### config.mk
export PLATFORM = sky130hd
export DESIGN_NAME = aes_mm_bridge_flat
export DESIGN_NICKNAME = d
export VERILOG_FILES = /design/src/rtl/aes_mm_bridge_if.sv /design/src/rtl/aes_mm_bridge.sv /design/src/flat_wrapper.sv
export SDC_FILE = /design/constraint.sdc
export NUM_CORES = 1
export LEC_CHECK = 0
export CAP_MARGIN = 20
export CORE_MARGIN = 2
export CORE_UTILIZATION = 40
export DETAILED_ROUTE_END_ITERATION = 7
export DONT_BUFFER_PORTS = 1
export RECOVER_POWER = 100
export SKIP_CTS_REPAIR_TIMING = 1
export SYNTH_ARGS = -nofsm -noshare
export SYNTH_HDL_FRONTEND = slang
export SYNTH_SLANG_ARGS = --single-unit
### constraint.sdc
create_clock -name iClk -period 4.4 [get_ports iClk]
set_input_delay 0.44 -clock iClk [delete_from_list [all_inputs] [get_ports iClk]]
set_output_delay 0.44 -clock iClk [all_outputs]
set_load 0.01 [all_outputs]
### src/rtl/aes_mm_bridge_if.sv
// ============================================================================
// Module   : aes_mm_bridge_if
// Desc     : Bus-side and core-side signal bundle for the AES memory bridge.
// Revision : 1.0  initial release
// ============================================================================
`default_nettype none

interface aes_mm_bridge_if #(
  parameter int BUS_W = 32
);
  logic             iChipSelect_n;
  logic             iWrite_n;
  logic             iRead_n;
  logic [3:0]       iAddress;
  logic [BUS_W-1:0] iData;
  logic [BUS_W-1:0] oData;
  logic             oIrq;
  logic [127:0]     oCoreData;
  logic             oLoadData;
  logic             oLoadKey;
  logic             iCoreReady;
  logic             iCTValid;
  logic [127:0]     iCipherText;

  modport slave (
    input  iChipSelect_n, iWrite_n, iRead_n, iAddress, iData,
    input  iCoreReady, iCTValid, iCipherText,
    output oData, oIrq, oCoreData, oLoadData, oLoadKey
  );

  modport master (
    output iChipSelect_n, iWrite_n, iRead_n, iAddress, iData,
    output iCoreReady, iCTValid, iCipherText,
    input  oData, oIrq, oCoreData, oLoadData, oLoadKey
  );
endinterface

`default_nettype wire

### src/rtl/aes_mm_bridge.sv
// ============================================================================
// Module   : aes_mm_bridge
// Desc     : Memory-mapped front end for the AES-128 core with handshaked
//            loads, a ciphertext result FIFO, sticky flags and an interrupt.
// Revision : 1.0  initial release
// ============================================================================
`default_nettype none

module aes_mm_bridge #(
  parameter int BUS_W = 32,
  parameter int DEPTH = 4
) (
  input  logic           iClk,
  input  logic           iReset_n,
  aes_mm_bridge_if.slave bus
);

  localparam int WORDS = 128 / BUS_W;
  localparam int AW    = (DEPTH > 1) ? $clog2(DEPTH) : 1;
  localparam int CW    = AW + 1;

  localparam logic [3:0] C_ADDR_CMD    = 4'h4;
  localparam logic [3:0] C_ADDR_STATUS = 4'h5;
  localparam logic [3:0] C_ADDR_IRQ_EN = 4'h6;
  localparam logic [3:0] C_ADDR_POP    = 4'hC;

  logic             w_wr, w_rd;
  logic             w_word_hit, w_word_wr, w_cmd_wr;
  logic             w_cmd_ok, w_cmd_err, w_word_err;
  logic             w_clear, w_clr_flags, w_issue;
  logic             w_empty, w_full, w_push, w_pop, w_ovf_evt;
  logic [127:0]     w_head;
  logic [BUS_W-1:0] w_in_word, w_head_word;
  logic [15:0]      w_status;

  logic [127:0]     core_data_q, core_data_d;
  logic             pending_q, pending_d;
  logic             key_q, key_d;
  logic             load_data_q, load_data_d;
  logic             load_key_q, load_key_d;
  logic [AW-1:0]    wr_ptr_q, wr_ptr_d;
  logic [AW-1:0]    rd_ptr_q, rd_ptr_d;
  logic [CW-1:0]    count_q, count_d;
  logic             ovf_q, ovf_d;
  logic             err_q, err_d;
  logic [2:0]       irq_en_q, irq_en_d;
  logic             irq_q, irq_d;
  logic [BUS_W-1:0] rdata_q, rdata_d;
  logic [127:0]     mem_q [DEPTH];

  assign w_wr = ~bus.iChipSelect_n & ~bus.iWrite_n;
  assign w_rd = ~bus.iChipSelect_n & ~bus.iRead_n;

  // Word k maps to the k-th BUS_W slice counted from the MSB end.
  always_comb begin
    w_word_hit  = 1'b0;
    w_in_word   = '0;
    w_head_word = '0;
    for (int k = 0; k < WORDS; k++) begin
      if (bus.iAddress[1:0] == 2'(k)) begin
        w_word_hit  = 1'b1;
        w_in_word   = core_data_q[127 - k*BUS_W -: BUS_W];
        w_head_word = w_head[127 - k*BUS_W -: BUS_W];
      end
    end
  end

  assign w_word_wr   = w_wr & (bus.iAddress[3:2] == 2'b00) & w_word_hit;
  assign w_cmd_wr    = w_wr & (bus.iAddress == C_ADDR_CMD);
  assign w_cmd_ok    = w_cmd_wr & (bus.iData[0] ^ bus.iData[1]) & ~pending_q;
  assign w_cmd_err   = w_cmd_wr & ((bus.iData[0] & bus.iData[1]) |
                                   (pending_q & (bus.iData[0] | bus.iData[1])));
  assign w_word_err  = w_word_wr & pending_q;
  assign w_clear     = w_cmd_wr & bus.iData[2];
  assign w_clr_flags = w_cmd_wr & bus.iData[3];
  assign w_issue     = pending_q & bus.iCoreReady;

  assign w_empty   = (count_q == '0);
  assign w_full    = (count_q == CW'(DEPTH));
  assign w_pop     = w_wr & (bus.iAddress == C_ADDR_POP) & ~w_empty;
  // A pop in the same cycle frees the slot the push lands in.
  assign w_push    = bus.iCTValid & (~w_full | w_pop) & ~w_clear;
  assign w_ovf_evt = bus.iCTValid & w_full & ~w_pop & ~w_clear;
  assign w_head    = mem_q[rd_ptr_q];

  assign w_status = {8'(count_q), 2'b00, err_q, ovf_q, bus.iCoreReady,
                     pending_q, w_full, ~w_empty};

  always_comb begin
    core_data_d = core_data_q;
    pending_d   = pending_q;
    key_d       = key_q;
    load_data_d = w_issue & ~key_q;
    load_key_d  = w_issue & key_q;
    wr_ptr_d    = wr_ptr_q;
    rd_ptr_d    = rd_ptr_q;
    count_d     = count_q;
    irq_en_d    = irq_en_q;
    rdata_d     = rdata_q;

    if (w_word_wr && !pending_q) begin
      for (int k = 0; k < WORDS; k++) begin
        if (bus.iAddress[1:0] == 2'(k)) begin
          core_data_d[127 - k*BUS_W -: BUS_W] = bus.iData;
        end
      end
    end

    if (w_cmd_ok) begin
      pending_d = 1'b1;
      key_d     = bus.iData[1];
    end else if (w_issue) begin
      pending_d = 1'b0;
    end

    if (w_clear) begin
      wr_ptr_d = '0;
      rd_ptr_d = '0;
      count_d  = '0;
    end else begin
      if (w_push) wr_ptr_d = wr_ptr_q + AW'(1);
      if (w_pop)  rd_ptr_d = rd_ptr_q + AW'(1);
      count_d = count_q + CW'(w_push) - CW'(w_pop);
    end

    if (w_wr && bus.iAddress == C_ADDR_IRQ_EN) irq_en_d = bus.iData[2:0];

    if (w_rd) begin
      case (bus.iAddress)
        4'h0, 4'h1, 4'h2, 4'h3: rdata_d = w_in_word;
        C_ADDR_STATUS:          rdata_d = BUS_W'(w_status);
        C_ADDR_IRQ_EN:          rdata_d = BUS_W'(irq_en_q);
        4'h8, 4'h9, 4'hA, 4'hB: rdata_d = w_empty ? '0 : w_head_word;
        default:                rdata_d = '0;
      endcase
    end
  end

  // Set events beat CLR_FLAGS when they coincide.
  assign ovf_d = (ovf_q & ~w_clr_flags) | w_ovf_evt;
  assign err_d = (err_q & ~w_clr_flags) | w_cmd_err | w_word_err;
  assign irq_d = (irq_en_q[0] & ~w_empty) | (irq_en_q[1] & ovf_q) |
                 (irq_en_q[2] & err_q);

  always_ff @(posedge iClk or negedge iReset_n) begin
    if (!iReset_n) begin
      core_data_q <= '0;
      pending_q   <= 1'b0;
      key_q       <= 1'b0;
      load_data_q <= 1'b0;
      load_key_q  <= 1'b0;
      wr_ptr_q    <= '0;
      rd_ptr_q    <= '0;
      count_q     <= '0;
      ovf_q       <= 1'b0;
      err_q       <= 1'b0;
      irq_en_q    <= '0;
      irq_q       <= 1'b0;
      rdata_q     <= '0;
    end else begin
      core_data_q <= core_data_d;
      pending_q   <= pending_d;
      key_q       <= key_d;
      load_data_q <= load_data_d;
      load_key_q  <= load_key_d;
      wr_ptr_q    <= wr_ptr_d;
      rd_ptr_q    <= rd_ptr_d;
      count_q     <= count_d;
      ovf_q       <= ovf_d;
      err_q       <= err_d;
      irq_en_q    <= irq_en_d;
      irq_q       <= irq_d;
      rdata_q     <= rdata_d;
    end
  end

  // Storage needs no reset: occupancy is tracked by count_q alone.
  always_ff @(posedge iClk) begin
    if (w_push) mem_q[wr_ptr_q] <= bus.iCipherText;
  end

  assign bus.oData     = rdata_q;
  assign bus.oIrq      = irq_q;
  assign bus.oCoreData = core_data_q;
  assign bus.oLoadData = load_data_q;
  assign bus.oLoadKey  = load_key_q;

endmodule

`default_nettype wire

### src/flat_wrapper.sv
// flat-port wrapper written by rule: the top's interface ports become plain ports
module aes_mm_bridge_flat 
#(
  parameter int BUS_W = 32,
  parameter int DEPTH = 4
)
  (iClk, iReset_n, bus_iChipSelect_n, bus_iWrite_n, bus_iRead_n, bus_iAddress, bus_iData, bus_iCoreReady, bus_iCTValid, bus_iCipherText, bus_oData, bus_oIrq, bus_oCoreData, bus_oLoadData, bus_oLoadKey);
  aes_mm_bridge_if #(.BUS_W(BUS_W)) bus_i ();
  input  logic iClk;
  input  logic iReset_n;
  input wire logic [$bits(bus_i.iChipSelect_n)-1:0] bus_iChipSelect_n;
  input wire logic [$bits(bus_i.iWrite_n)-1:0] bus_iWrite_n;
  input wire logic [$bits(bus_i.iRead_n)-1:0] bus_iRead_n;
  input wire logic [$bits(bus_i.iAddress)-1:0] bus_iAddress;
  input wire logic [$bits(bus_i.iData)-1:0] bus_iData;
  input wire logic [$bits(bus_i.iCoreReady)-1:0] bus_iCoreReady;
  input wire logic [$bits(bus_i.iCTValid)-1:0] bus_iCTValid;
  input wire logic [$bits(bus_i.iCipherText)-1:0] bus_iCipherText;
  output wire logic [$bits(bus_i.oData)-1:0] bus_oData;
  output wire logic [$bits(bus_i.oIrq)-1:0] bus_oIrq;
  output wire logic [$bits(bus_i.oCoreData)-1:0] bus_oCoreData;
  output wire logic [$bits(bus_i.oLoadData)-1:0] bus_oLoadData;
  output wire logic [$bits(bus_i.oLoadKey)-1:0] bus_oLoadKey;
  assign bus_i.iChipSelect_n = bus_iChipSelect_n;
  assign bus_i.iWrite_n = bus_iWrite_n;
  assign bus_i.iRead_n = bus_iRead_n;
  assign bus_i.iAddress = bus_iAddress;
  assign bus_i.iData = bus_iData;
  assign bus_i.iCoreReady = bus_iCoreReady;
  assign bus_i.iCTValid = bus_iCTValid;
  assign bus_i.iCipherText = bus_iCipherText;
  assign bus_oData = bus_i.oData;
  assign bus_oIrq = bus_i.oIrq;
  assign bus_oCoreData = bus_i.oCoreData;
  assign bus_oLoadData = bus_i.oLoadData;
  assign bus_oLoadKey = bus_i.oLoadKey;
  aes_mm_bridge #(.BUS_W(BUS_W), .DEPTH(DEPTH)) u_core (.iClk(iClk), .iReset_n(iReset_n), .bus(bus_i));
endmodule
======== After elaboration in Yosys (flattened, before gate mapping) ========
Memory sizes are Yosys's and may differ from the RTL's.
Index checks and enable logic that the tools add are counted.
Widths: inputs -> output; s select.
storage, ports and cells
  memories ................................ 1
  bits in writable memories ............... 512
  flip-flop bits (word level) ............. 177
  output and inout bits ................... 163
memories
  memory        depth  width  rd ports  clocked after memory_dff  wr ports  line                 text
  u_core.mem_q  4      128    1         0                         1         aes_mm_bridge.sv:49  logic [127:0] mem_q [DEPTH];
operators by class
  muxes and demuxes ....................... 23
  eq/ne operators ......................... 15
  bitwise logic cells ..................... 47
  $add $sub $neg .......................... 4
  reduce and logical (&&, ||, !) cells .... 16
operators by type and width
  cell                 count
  $mux 32              9
  $pmux 32 s4          1
  $and 1x1->1          28
  $eq 4x4->1 const B   5
  $eq 4x3->1 const B   3
  $not 1->1            10
  $eq 4x2->1 const B   2
  $mux 1               8
  $mux 2               4
  $or 1x1->1           8
  $reduce_and 2->1     4
  $reduce_or 4->1      2
  $reduce_bool 2->1    3
  $add 2x1->2 const B  2
  $eq 2x2->1 const B   2
  $eq 4x1->1 const B   1
  $logic_not 2->1      2
  $logic_not 4->1      1
  $add 3x1->3          1
  $eq 3x3->1 const B   1
  $logic_not 3->1      1
  $mux 3               1
  $sub 3x1->3          1
  $eq 2x1->1 const B   1
  other kinds (3)      4

======== Logic depth before layout (Yosys ltp) ========
Gate-level depths: netlist of the first run.
  depth in word-level cells ............... 10
  mapped depth ............................ 14

======== Worst setup path before layout of the first run ========
Ideal clock, no wire load.
  path type ............................... input -> register
  start point ............................. input port bus_iAddress[1]
  end point ............................... memory u_core.mem_q[0][0] (enable)
  setup slack ............................. -0.686 ns
  cell stages on the path ................. 5
  path buffers ............................ 1
  library setup time ...................... 0.503 ns
  arrival ................................. 4.584 ns
  data required time ...................... 3.897 ns
  path through ............................ buf_2 > or4_4 > o21ai_1 > and3_1 > and2_1
on the way
  cells in the longest elaborated chain, start to end .. 8
  elaborated cells between the ends (all ways) .. 12
  classes of those cells .................. eq/ne (2); mux (2); bitwise (8)
ends and longest elaborated chain
  element                           line                  text
  from (decl)                       flat_wrapper.sv:14    input wire logic [$bits(bus_i.iAddress)-1:0] bus_iAddress;
  $eq 4x4->1                        aes_mm_bridge.sv:80   assign w_pop = w_wr & (bus.iAddress == C_ADDR_POP) & ~w_empty;
  $and 1x1->1 (2 in series)         aes_mm_bridge.sv:80
  $or 1x1->1                        aes_mm_bridge.sv:82   assign w_push = bus.iCTValid & (~w_full | w_pop) & ~w_clear;
  $and 1x1->1                       aes_mm_bridge.sv:82
  $and 1x1->1 (*)                   aes_mm_bridge.sv:82
  $mux 1 (*)                        aes_mm_bridge.sv:179  if (w_push) mem_q[wr_ptr_q] <= bus.iCipherText;
  $mux 1 (not written as such) (*)  aes_mm_bridge.sv:179
  to (decl)                         aes_mm_bridge.sv:49
Every way passes the cells marked *; elsewhere a longest branch is shown, timed or not.

======== Final worst setup path of the first run ========
  start point ............................. input port bus_iAddress[0]
  end point ............................... memory u_core.mem_q[0][18] (enable)
Same word-level chain as after synthesis.

==> summary.md, run 1 <==
| Metric | Value |
|---|---|
| Final WL | 65.8 mm |
| Max Clock Freq | 287 MHz |
| Worst Setup End Kind | flip-flop |
| Maximum fanout along the worst path | 128 |
| R2R Path End | u_core.bus.oCoreData[21] |
| Register area share after synthesis | 72.5% |
| Fin. Hold Viols | 177 |
| Critical path launch point type | input pin |
| Initial Util | 40.5% |
| Post-route antenna net violation count | 0 |
| Pre-antenna DRT Iters | 5 |
| Status | complete, but fails checks |
| Post-synth EDFFs | 512 |
| Std-Cell Rows | 95 |
| Filler cells | 5498 |
| Worst setup margin | 0.912 ns |
| Routability cong. | 0.804 |
| Drt drc | 0 |
| Maxcap violations | 6 |
| H-tree levels | 3 |
| Nets@finish | 1681 |
| Vias in the first global route | 13651 |
| I/O Pins | 334 |
| Core area | 67400 sq um |
| Async set-reset flop share out of synthesis | 25.7% |
| Seq cells post-synth | 689 |
| Worst Skew | 0.0277 ns |
| Fin util | 47.8% |
| Clock root buffer | clkbuf_16 |
| Netlist cell types | 53 |
| # setup viols final | 0 |
| Fin Hold WS | -0.461 ns |
| IO Port Bufs | 0 |
| Ys flop type | edfxtp_1 |
| Vias per cell | 5.56 |
| Initial antenna violation count | 27 |
| Worst vdd ir | 0.288 mV |
| Routed len/inst | 26.8 um |
| Area grow syn2layout | 18.0% |
| Period minus WS final | 3.49 ns |
| Critical Path RT | 4.59 ns |
| CTS Buf Count | 74 |
| Critical path type | input pin to flip-flop |
| Clk sink count | 689 |
| Post-DP HPWL | 41.1 mm |
| Clock buffer depth | 3 |
| Final Max Slew Viols | 274 |
| Total gr overflow | 0 |
| Via count | 13618 |
| Reg2reg start | u_core.pending_q |
| Post-DP Area | 28300 sq um |
| Largest net degree at the start of global routing | 178 |
| HP Class | input pin to async pin |
| P per Cell Area | 579 nW/um^2 |
| First-pass GRT wire length | 94.8 mm |
| DR iter-0 viols | 1130 |
| Fin crit share | 79.3% |
| Avg Inst Size Synth | 20.9 sq um |
| Post-Syn Instances | 1307 |
| Syn nets | 1487 |
| Die footprint | 70400 sq um |
| Slew HR | -66.0% |
| Setup TNS | 0 ns |
| Worst reg2reg setup slack | 0.98 ns |
| Clk Latency, worst-skew pair | 0.62 ns |
| Synthesized cell area | 27300 sq um |
| Place WS | 1.32 ns |
| Failing checks | hold timing, capacitance limit, slew limit |
| CTS tree | built |
| Synth Warn # | 0 |
| Post-route cell area | 32200 sq um |
| Static Leakage | 11.3 nW |
| Worst-margin pin slew | 2.49 ns |
| Cells on worst reg2reg path | 5 |
| Reg clk slew, reported paths | 0.06 ns |
| Die height | 265 um |
| Total GRT Usage | 18.5% |
| Share of cells above drive strength 1 | 25.4% |
| RSZ-0062 raised after global routing | false |
| Crit path DAT | 3.68 ns |
| Die width | 265 um |
[layout make-up]
class                      instances  area, sq um  area share, %
antenna                           16         40.0          0.124
clock buffer                      98         2060           6.38
clock inverter                    38          305          0.947
inverter                          10         37.5          0.116
multi-input combinational        536         7030           21.8
sequential                       689        19800           61.5
tap                              873         1090           3.39
timing repair buffer             190         1860           5.76
[worst max-delay path by stage]
stage                                  start                    to  slack (ns)  cells after the start
after global routing         bus_iAddress[0]  u_core.mem_q[0][108]        0.65                      5
after CTS                 u_core.rd_ptr_q[0]  u_core.bus.oData[18]        1.42                      5
after detailed placement     bus_iAddress[0]     u_core.count_q[2]        1.32                     12
after floorplan              bus_iAddress[1]    u_core.mem_q[0][0]        0.74                      5
after global placement       bus_iAddress[0]     u_core.count_q[2]        1.28                     12
final                        bus_iAddress[0]   u_core.mem_q[0][18]        0.91                      5
[synthesized netlist by cell type (2+ instances only)]
cell type / instances / share of area (%)
nor2b_1: 6 / 0.14
a22o_1: 7 / 0.22
a221o_1: 26 / 0.95
o211ai_1: 4 / 0.11
a22oi_1: 2 / 0.055
buf_2: 20 / 0.37
nand2_1: 20 / 0.27
buf_6: 11 / 0.45
mux2i_1: 63 / 2.3
buf_4: 18 / 0.49
edfxtp_1: 512 / 56
nand2b_1: 3 / 0.069
o21ai_0: 5 / 0.092
xnor2_1: 3 / 0.096
nor3_1: 2 / 0.037
clkbuf_1: 13 / 0.18
nor2_1: 21 / 0.29
buf_1: 9 / 0.12
ha_1: 8 / 0.37
dfrtp_1: 177 / 16
a211oi_1: 6 / 0.16
mux2_2: 129 / 5.3
and3_1: 3 / 0.069
xor2_1: 2 / 0.064
mux4_1: 21 / 2.0
nand3_1: 4 / 0.073
inv_1: 10 / 0.14
and2_1: 6 / 0.14
mux4_2: 137 / 11
o31ai_1: 2 / 0.055
a21oi_1: 11 / 0.20
o22ai_1: 23 / 0.53
nor2_2: 2 / 0.046
a222oi_1: 2 / 0.073
[critical path: stages]
cell and delay [ns]:
or4_1 0.61, o21ai_0 0.37, and3_1 0.34, and2_2 0.17, clkbuf_4 1.49
[cells by family (layout without fill, tap and decap cells)]
| group | Yosys count | count (layout) | share of synthesized area, % |
|---|---|---|---|
| AO/OA/AOI/OAI | 93 | 93 | 2.61 |
| XOR/XNOR | 5 | 5 | 0.160 |
| adder cells (fa/ha/maj) | 9 | 9 | 0.440 |
| buffers and inverters | 82 | 336 | 1.83 |
| flip-flops | 689 | 689 | 72.5 |
| multiplexers | 351 | 351 | 21.0 |
| other | 0 | 16 | 0 |
| AND/OR/NAND/NOR | 78 | 78 | 1.48 |
[cells in the final DEF, fill, tap and decap left out, drive strengths merged, types with 26 or more instances in the layout]
| cell | Yosys | routed |
|---|---|---|
| edfxtp | 512 | 512 |
| dfrtp | 177 | 177 |
| dlygate4sd3 | 0 | 162 |
| mux4 | 158 | 158 |
| mux2 | 130 | 130 |
| clkbuf | 13 | 113 |
| mux2i | 63 | 63 |
| clkinv | 0 | 32 |
| a221o | 26 | 26 |
[metal layers]
metal / vias to the layer above / share of wire (%) / track usage [%]
li1: 5804 / - / -
met5: - / 0.19 / 0
met4: 22 / 1.8 / 5.15
met1: 7224 / 43 / 24.1
met3: 113 / 8.5 / 8.17
met2: 455 / 46 / 28.2
[state kept, by name (all words and copies together), names as in the netlist, 2 cells and up]
signal and count:
u_core.bus.oCoreData 128, u_core.count_q 3, u_core.irq_en_q 3, u_core.mem_q 512
u_core.rd_ptr_q 2, u_core.bus.oData 32, u_core.wr_ptr_q 2
[through the flow]
stage / instances / hold slack, ns / total power, mW
2_1_floorplan: 1307 / 0.144 / 11.7
3_3_place_gp: 2136 / 0.151 / 12.6
3_5_place_dp: 2136 / 0.151 / 12.7
4_1_cts: 2272 / -0.499 / 18.7
5_1_grt: 2444 / -0.500 / 19.5
6_report: 2450 / -0.461 / 18.7
[where the power goes]
group | switching (mW) | leakage, nW | internal (mW)
sequential | 0.853 | 6.97 | 8.41
combinational | 1.68 | 3.22 | 1.73
clock | 2.50 | 1.15 | 3.48
Note: power is estimated with default switching activity, not from simulation.
==> run 2: changes to the inputs <==
--- a/config.mk
+++ b/config.mk
@@ -5,6 +5,7 @@
 export SDC_FILE = /design/constraint.sdc
 export NUM_CORES = 1
 export LEC_CHECK = 0
+export ABC_AREA = 1
 export CAP_MARGIN = 20
 export CORE_MARGIN = 2
 export CORE_UTILIZATION = 40
==> constraint.sdc (replaced) <==
create_clock -name iClk -period 3.2 [get_ports iClk]
set_input_delay 0.32 -clock iClk [delete_from_list [all_inputs] [get_ports iClk]]
set_output_delay 0.32 -clock iClk [all_outputs]
set_load 0.01 [all_outputs]
==> summary.md, run 2 <==
| Metric | Value |
|---|---|
| Vias per cell | 5.35 (-3.8%) |
| Commonest non-fill, non-tap cell in the layout | nand2_1 |
| Register area share after synthesis | 70.4% (-2.1 points) |
| Die width | 269 um (+1.4%) |
| # setup viols final | 0 (unchanged) |
| Synth Area in XOR/XNOR | 0.0623% (-0.098 points) |
| Maximum fanout along the worst path | 21 (-84%) |
| Synth Warn # | 0 (unchanged) |
| First-pass GRT wire length | 123 mm (+30%) |
| Crit path DAT | 3.34 ns (-0.34 ns) |
| I/O Pins | 334 (unchanged) |
| Cells along the critical path | clkinvlp_2, clkbuf_2, o21ai_0, nand2_1, nand2_1, nand2_1, o21ai_0, nand2_1, nand2_1 |
| Initial antenna violation count | 28 (+3.7%) |
| Fin Hold WS | -0.606 ns (-0.145 ns) |
| Std-Cell Rows | 97 (+2.1%) |
| Cell taking the most area after synthesis | edfxtp_1 |
| Max stage delay on crit path | 0.64 ns (-0.85 ns) |
| Core area | 69800 sq um (+3.5%) |
| Worst-margin pin slew | 1.33 ns (-1.16 ns) |
| Seq cells post-synth | 689 (unchanged) |
| DR iter-0 viols | 2025 (+79%) |
| Static Leakage | 12.9 nW (+13%) |
| Vias in the first global route | 18150 (+33%) |
| Pre-antenna DRT Iters | 6 (+1) |
| HP Class | input pin to async pin |
| Synth Area in Simple Gates | 17.9% (+16 points) |
| Failing checks | hold timing |
| Clk Latency, worst-skew pair | 0.62 ns (about the same) |
| Largest net degree at the start of global routing | 178 (unchanged) |
| Worst Skew | 0.0189 ns (-0.00876 ns) |
| Post-synthesis adder-cell area fraction | 0.427% (-0.012 points) |
| Place WS | 0.437 ns (-0.885 ns) |
| IO Port Bufs | 0 (unchanged) |
| WL met2 | 39.6 mm (+30%) |
| Cell Count, Final, Fillers Out | 3698 (+51%) |
| Netlist cell types | 37 (-30%) |
| Total gr overflow | 0 (unchanged) |
| Ys flop type | edfxtp_1 |
| Post-DP HPWL | 53.6 mm (+30%) |
| Critical path launch point type | flip-flop |
| Area grow syn2layout | 17.9% (about the same) |
| Synthesized cell area | 28100 sq um (+2.9%) |
| CP delay by family, top | buffers and inverters |
| CTS Buf Count | 74 (unchanged) |
| Critical path type | flip-flop to flip-flop |
| Status | complete, but fails checks |
| Critical Path RT | 3.75 ns (-0.84 ns) |
| Fin crit share | 87.3% |
| RSZ-0062 raised after global routing | false |
| Mux contribution to synthesized area | 0% (-21 points) |
| Synth top area share | 54.7% (-1.6 points) |
| Post-placement cell count | 3399 (+59%) |
| Clk sink count | 689 (unchanged) |
| CP bufs+invs | 2 (+1) |
| WL met1 | 34.8 mm (+23%) |
| Die footprint | 72400 sq um (+2.9%) |
| Total power | 26.6 mW (+42%) |
| Commonest cells after routing, fill and taps aside | nand2_1 (819), edfxtp_1 (512), o21ai_0 (253) |
| Worst vdd ir | 0.508 mV (+77%) |
| CTS tree | built |
| Drt drc | 0 (unchanged) |
| Routability cong. | 0.965 (+20%) |
| Synth area leaders | edfxtp_1 (55%), dfrtp_1 (16%), nand2_1 (11%) |
| Final Max Slew Viols | 0 (-100%) |
| Post-synth top cells | nand2_1 (822), edfxtp_1 (512), nand3_1 (197), dfrtp_1 (177), nor2_1 (174) |
| Syn nets | 2738 (+84%) |
| Post-Syn Instances | 2558 (+96%) |
| Fin. Hold Viols | 177 (unchanged) |
| Clock root buffer | clkbuf_16 |
| Post-route antenna net violation count | 0 (unchanged) |
| Initial Util | 40.3% (-0.25 points) |
| Filler cells | 6218 (+13%) |
| Largest Register | u_core.mem_q |
| Compound-Gate Fraction of Synth Area | 7.86% (+5.2 points) |
| Main combinational cell family by area after synthesis | simple AND/OR/NAND/NOR gates |
| Via count | 19784 (+45%) |
| Register Area | 19800 sq um (unchanged) |
| Met3 wire len | 7.88 mm (+40%) |
| Maxcap violations | 0 (-6) |
| Async set-reset flop share out of synthesis | 25.7% (unchanged) |
| Max FFs per register | 512 (unchanged) |
| Die height | 269 um (+1.4%) |
| P per Cell Area | 802 nW/um^2 (+39%) |
| Share of cells above drive strength 1 | 7.43% (-18 points) |
| Avg Inst Size Synth | 11.0 sq um (-47%) |
| Clock buffer depth | 3 (unchanged) |
| Count leader, synth | nand2_1 |
| Worst setup margin | 0.406 ns (-0.506 ns) |
| Slowest-stage cell, CP | dfrtp_4 |
| Routed len/inst | 22.8 um (-15%) |
| Worst Setup End Kind | flip-flop |
| Total GRT Usage | 22.7% (+4.2 points) |
| Top Layer Used | met5 |
| H-tree levels | 3 (unchanged) |
| Period minus WS final | 2.79 ns |
| Multi-input logic area | 7410 sq um (+5.3%) |
| Max Clock Freq | 358 MHz |
| Final WL | 84.4 mm (+28%) |
| Nets@finish | 2872 (+71%) |
| CP dominant cell by count | nand2_1 |
| Post-synth EDFFs | 512 (unchanged) |
| Reg clk slew, reported paths | 0.06 ns (about the same) |
| Slew HR | 11.3% (+77 points) |
-- run 2: routing by layer --
metal	track usage (%)	vias up
met5	0	-
met2	36.2	895
met1	29.5	9643
met4	6.53	28
met3	7.71	144
li1	-	9074
-- run 2: power by group --
part	leakage, nW	switching, mW	internal (mW)
Sequential	6.99	1.01	11.5
Clock	1.15	3.51	4.81
Combinational	4.74	4.10	1.68
Total	12.9	8.62	18.0
-- run 2: area by class of cell --
cell class / instances / area share (%)
flip-flops and latches: 689 / 59.8
multi-input cells: 1649 / 22.3
repair buffers: 207 / 6.32
clock buffers: 98 / 6.23
well taps: 940 / 3.55
clock inverters: 33 / 0.879
inverters: 71 / 0.830
diodes: 11 / 0.0830
-- run 2: cell families (layout without fill, tap and decap cells) --
logic type               count (synthesis)  in the layout
AND/OR/NAND/NOR                       1242           1242
flip-flops                             689            689
AO/OA/AOI/OAI                          396            396
buffers and inverters                  220            409
adder cells (fa/ha/maj)                  9              9
XOR/XNOR                                 2              2
other                                    0             11
-- run 2: worst paths after layout --
path	startpoint	end	slack (ns)	cells past startpoint
worst max-delay path	u_core.rd_ptr_q[1]	u_core.bus.oData[7]	0.41	9
worst max register to register	u_core.rd_ptr_q[1]	u_core.bus.oData[7]	0.41	9
min in group iClk	bus_iData[0]	u_core.bus.oCoreData[96]	0.02	2
worst min-delay path	iReset_n	u_core.bus.oCoreData[110]	-0.61	0
max in group asynchronous	iReset_n	u_core.bus.oCoreData[43]	3.57	0
worst min register to register	u_core.key_q	u_core.bus.oLoadData	0.46	1
-- run 2: through the flow --
stage / setup TNS, ns / util [%] / cell area, sq um / hold WS, ns
finish: 0 / 47.5 / 33100 / -0.606
global route: 0 / 47.5 / 33100 / -0.632
CTS: 0 / 45.4 / 31700 / -0.641
detailed placement: 0 / 42.0 / 29300 / 0.0283
global placement: 0 / 42.0 / 29300 / 0.0283
floorplan: -95.45 / - / 28200 / 0.0244
